### src/rtl/pipe_pkg.sv
// +--------------------------------------------------------------------------+
// | pipe_pkg : shared pipeline-stage types, default EX/MEM widths, packing.   |
// | Revision : 1.0                                                            |
// +--------------------------------------------------------------------------+
`default_nettype none

package pipe_pkg;

   typedef enum logic [1:0] {
      ST_EMPTY = 2'd0,
      ST_ONE   = 2'd1,
      ST_FULL  = 2'd2
   } stage_state_e;

   localparam int EXMEM_CTRL_W = 4;
   localparam int ALU_W        = 32;
   localparam int RS2_W        = 32;
   localparam int RD_W         = 5;
   localparam int EXMEM_DATA_W = ALU_W + RS2_W + RD_W;

   function automatic logic [EXMEM_DATA_W-1:0] pack_ex_mem(
      input logic [ALU_W-1:0] alu,
      input logic [RS2_W-1:0] rs2,
      input logic [RD_W-1:0]  rd
   );
      return {alu, rs2, rd};
   endfunction

endpackage

`default_nettype wire

### src/rtl/sat_counter.sv
// +--------------------------------------------------------------------------+
// | sat_counter : event counter that sticks at all-ones, cleared by rst only. |
// | Revision    : 1.0                                                         |
// +--------------------------------------------------------------------------+
`default_nettype none

module sat_counter #(
   parameter int CNT_W = 16
) (
   input  logic             clk,
   input  logic             rst,
   input  logic             inc,
   output logic [CNT_W-1:0] cnt
);

   localparam logic [CNT_W-1:0] C_MAX = {CNT_W{1'b1}};
   localparam logic [CNT_W-1:0] C_ONE = {{(CNT_W-1){1'b0}}, 1'b1};

   logic [CNT_W-1:0] cnt_q;
   logic [CNT_W-1:0] cnt_d;

   always_comb begin
      cnt_d = cnt_q;
      if (inc && (cnt_q != C_MAX)) begin
         cnt_d = cnt_q + C_ONE;
      end
   end

   always_ff @(posedge clk) begin
      if (rst) begin
         cnt_q <= '0;
      end else begin
         cnt_q <= cnt_d;
      end
   end

   assign cnt = cnt_q;

endmodule

`default_nettype wire

### src/rtl/ex_mem_skid_stage.sv
// +--------------------------------------------------------------------------+
// | ex_mem_skid_stage : valid/ready pipeline register with 2-entry skid,      |
// |                     flush-over-stall priority and saturating counters.    |
// | Revision          : 1.0                                                   |
// +--------------------------------------------------------------------------+
`default_nettype none

module ex_mem_skid_stage
   import pipe_pkg::*;
#(
   parameter int CTRL_W = EXMEM_CTRL_W,
   parameter int DATA_W = EXMEM_DATA_W,
   parameter int CNT_W  = 16
) (
   input  logic              clk,
   input  logic              rst,
   input  logic              in_valid,
   output logic              in_ready,
   input  logic [CTRL_W-1:0] in_ctrl,
   input  logic [DATA_W-1:0] in_data,
   output logic              out_valid,
   input  logic              out_ready,
   output logic [CTRL_W-1:0] out_ctrl,
   output logic [DATA_W-1:0] out_data,
   input  logic              stall_i,
   input  logic              flush_i,
   output logic [CNT_W-1:0]  stall_cnt,
   output logic [CNT_W-1:0]  flush_cnt
);

   stage_state_e      state_q;
   logic [CTRL_W-1:0] head_ctrl_q;
   logic [DATA_W-1:0] head_data_q;
   logic [CTRL_W-1:0] skid_ctrl_q;
   logic [DATA_W-1:0] skid_data_q;

   logic head_valid;
   logic acc;
   logic iss;

   // Ready looks only at registered state and stall, never at out_ready.
   assign head_valid = (state_q != ST_EMPTY);
   assign in_ready   = ~stall_i & (state_q != ST_FULL);
   assign out_valid  = head_valid & ~stall_i;
   assign acc        = in_valid & in_ready;
   assign iss        = out_valid & out_ready;

   assign out_ctrl   = head_ctrl_q;
   assign out_data   = head_data_q;

   // Head registers are zeroed whenever the stage empties, so a bubble reads as 0.
   always_ff @(posedge clk) begin
      if (rst || flush_i) begin
         state_q     <= ST_EMPTY;
         head_ctrl_q <= '0;
         head_data_q <= '0;
         skid_ctrl_q <= '0;
         skid_data_q <= '0;
      end else begin
         case (state_q)
            ST_EMPTY: begin
               if (acc) begin
                  head_ctrl_q <= in_ctrl;
                  head_data_q <= in_data;
                  state_q     <= ST_ONE;
               end
            end
            ST_ONE: begin
               if (acc && iss) begin
                  head_ctrl_q <= in_ctrl;
                  head_data_q <= in_data;
               end else if (iss) begin
                  head_ctrl_q <= '0;
                  head_data_q <= '0;
                  state_q     <= ST_EMPTY;
               end else if (acc) begin
                  skid_ctrl_q <= in_ctrl;
                  skid_data_q <= in_data;
                  state_q     <= ST_FULL;
               end
            end
            ST_FULL: begin
               if (iss) begin
                  head_ctrl_q <= skid_ctrl_q;
                  head_data_q <= skid_data_q;
                  skid_ctrl_q <= '0;
                  skid_data_q <= '0;
                  state_q     <= ST_ONE;
               end
            end
            default: begin
               state_q <= ST_EMPTY;
            end
         endcase
      end
   end

   sat_counter #(
      .CNT_W (CNT_W)
   ) u_stall_cnt (
      .clk (clk),
      .rst (rst),
      .inc (head_valid & (stall_i | ~out_ready)),
      .cnt (stall_cnt)
   );

   sat_counter #(
      .CNT_W (CNT_W)
   ) u_flush_cnt (
      .clk (clk),
      .rst (rst),
      .inc (flush_i),
      .cnt (flush_cnt)
   );

endmodule

`default_nettype wire

### config.mk
export PLATFORM = sky130hd
export DESIGN_NAME = ex_mem_skid_stage
export DESIGN_NICKNAME = d
export VERILOG_FILES = /design/src/rtl/pipe_pkg.sv /design/src/rtl/sat_counter.sv /design/src/rtl/ex_mem_skid_stage.sv
export SDC_FILE = /design/constraint.sdc
export NUM_CORES = 1
export LEC_CHECK = 0
export CAP_MARGIN = 10
export CORE_UTILIZATION = 35
export CTS_BUF_LIST = sky130_fd_sc_hd__clkbuf_4 sky130_fd_sc_hd__clkbuf_8
export CTS_CLUSTER_SIZE = 10
export DETAILED_ROUTE_END_ITERATION = 8
export GPL_ROUTABILITY_DRIVEN = 0
export PLACE_DENSITY = 0.63
export SETUP_SLACK_MARGIN = 0.3
export SYNTH_ARGS = -nofsm -noshare
export SYNTH_HDL_FRONTEND = slang
export SYNTH_SLANG_ARGS = --single-unit
### constraint.sdc
create_clock -name clk -period 3.63 [get_ports clk]
set_clock_uncertainty 0.2 [all_clocks]
set_input_delay 0.9075 -clock clk [delete_from_list [all_inputs] [get_ports clk]]
set_output_delay 0.9075 -clock clk [all_outputs]
set_load 0.01 [all_outputs]
==> qor.txt <==
setup slack, reg-to-reg = 1.20 ns
DR vias = 6524
Detailed Place HPWL = 12.79 mm
register bit total from synthesis = 180
DRT Wirelength = 20.83 mm
antenna-violating nets left = 0
worst path arrival time = 2.00 ns
Worst Setup Start Kind = input pin
WL/cell = 16.86 um
Placed Area = 0.01012 mm^2
HP Class = reg -> reg
Hold Slack = 0.2985 ns
Slew HR = 45.64%
share of layout cells above drive strength 1 = 20.84%
Worst Path Buf+Inv = 2
synth top area cells = dfxtp_1 (45%), a221oi_2 (13%), nor3_2 (8.8%)
total power density per cell area = 382.4 mW/mm^2
Reg area = 0.003603 mm^2
outcome = completed
largest net degree at the start of global routing = 75
Crit Path Max Fanout = 3
clk sinks = 180
Synth top area share = 45.05%
Final Hold Viols = 0
Core ar. = 0.02209 mm^2
area leader, netlist = dfxtp_1
setup_tns = 0 ns
synthesized instance count = 793
max_cap viols = 0
Reg-to-Reg Start = state_q[0]
FF-to-FF End = out_ctrl[3]
Post-synth EDFFs = 0
clock latency on the worst-skew pair = 0.47 ns
Final min period = 3.107 ns
die height = 153.2 um
CTS clk-pin slew, worst paths = 0.10 ns
final period utilization = 85.60%
final non-filler cell area = 0.01051 mm^2
cell row count = 54
Worst Reg2Reg Path Length in Cells = 6
Max IR drop VDD = 0.1964 mV
post-cts hold buffer count = 0
Setup CP Type = in -> out
vias per cell = 5.283
IO Count = 186
die width = 153.2 um
H-tree depth = 4
critical path's largest stage delay = 0.54 ns
# resized after CTS = 0
Final Slew Violations = 0
CTS root buf = clkbuf_8
# diodes = 0
hold-critical path depth = 2
initial antenna violation count = 1
Nets = 1027
CTS Buffer Depth = 2
Worst path slowest cell = clkdlybuf4s50_1
initial DRC count = 302
Cell Chain, Critical Path = clkdlybuf4s50_1, nor2_1, clkdlybuf4s50_1
delay-heaviest family, CP = buffers and inverters
CTS buffer count = 17
most used flip-flop cell after synthesis = dfxtp_1
I/O Buffers = 185
most frequent cell after synthesis = nor2_1
CP dominant cell by count = clkdlybuf4s50_1
Mapped Area = 0.007999 mm^2
max frequency = 0.3218 GHz
unrepaired setup endpoints after global routing = false
area growth from synthesis to layout = 31.43%
TritonCTS clock tree = built
post-synth net total = 878
Filler Cell Count = 2073
Syn. warnings = 0
Distinct cells, synth = 46
final setup fails = 0
Synth Area per Inst = 10.09 um^2
Post-CTS Setup Inserts = 0
worst slew pin tran = 0.8079 ns
vias in the first global route = 6270
Initial Util = 36.20%
Post-synth top cells = nor2_1 (183), dfxtp_1 (180), a22oi_1 (73)
die area = 0.02346 mm^2
fraction of registers with async set/reset = 0%
Worst setup EP type = primary output
global-route wire length before repair = 33.60 mm
sequential cell area fraction in the yosys report = 45.05%
Overflow after GRT = 0
multi-input logic area = 0.004021 mm^2
DRC = 0
Hold Path End = out_data[3]
Lkg Pwr = 3.513 nW
GR Util All Layers = 17.82%
HP Start = out_data[3]
WP data required = 2.52 ns
DRT Pass-1 Iters = 5
## cells by family (layout without fill, tap and decap cells)
| group | after synthesis | in the layout | share of synthesized area (%) |
|---|---|---|---|
| buf+inv | 75 | 237 | 5.178 |
| compound gates | 173 | 173 | 22.73 |
| mux | 3 | 3 | 0.3911 |
| fa+ha+maj | 6 | 6 | 0.9385 |
| flops | 180 | 180 | 45.05 |
| xor+xnor | 21 | 21 | 2.299 |
| simple gates | 335 | 335 | 23.42 |
## final cells by class
type	instances	share of cell area, %
multi-input cells	538	38.25
flip-flops and latches	180	34.28
repair buffers	202	20.26
well taps	280	3.333
clock buffers	17	2.226
clock inverters	15	1.547
inverters	3	0.1071
## per-layer routing
layer	global-route usage, %	up-vias	part of all wire [%]
met5	0	-	0.053
li1	-	3199	-
met3	4.310	11	4.9
met2	28.77	156	46
met1	23.81	3156	48
met4	4.329	2	0.88
## cells in the final DEF, fill, tap and decap left out, types with 5 or more instances in the layout
master / n
inv_8: 5
nand2_1: 12
buf_12: 12
nand3_1: 14
nand4_1: 13
and3_1: 6
a22oi_1: 73
clkbuf_8: 17
ha_1: 6
nor3_1: 7
nor2b_1: 5
or3_1: 6
a221oi_2: 70
buf_4: 5
o21ai_0: 5
xor2_1: 18
dfxtp_1: 180
nor2_1: 183
clkdlybuf4s50_1: 185
a21oi_1: 8
nor3_2: 70
## worst min-delay path, cell delays in order, from the launching register on
cell and delay (ns):
dfxtp_1 0.32, nor2_1 0.10, nor3_1 0.05
## power breakdown
group	total (mW)	internal (mW)	leakage, nW	switching, mW
Clock	1.41	0.577	0.197	0.829
Combinational	0.567	0.271	1.86	0.297
Sequential	2.05	2.02	1.46	0.0281
## state kept, by name, summed over array words and instances, names as in the netlist
signal / cells
u_flush_cnt.cnt: 16
out_ctrl: 4
out_data: 69
skid_ctrl_q: 4
u_stall_cnt.cnt: 16
skid_data_q: 69
state_q: 2
## how the worst max path moves through the flow
stage,from,end,cells after the start
after global routing,state_q[0],in_ready,4
after CTS,stall_i,out_valid,3
after global placement,stall_i,out_valid,3
after detailed placement,stall_i,out_valid,3
final,stall_i,out_valid,3
after floorplan,stall_i,out_data[10],8
## per-stage QoR
stage                     setup slack, ns  total power, mW  cells  utilization (%)
final                              0.5227            4.020   1235            47.58
after global routing               0.3776            4.203   1235            47.58
after CTS                          0.5176            4.078   1235            47.58
after detailed placement           0.5257            2.666   1203            45.79
after global placement             0.5155            2.663   1203            45.79
after floorplan                     1.102            2.395    793                -
No activity file was read; power rests on OpenSTA's default activity.
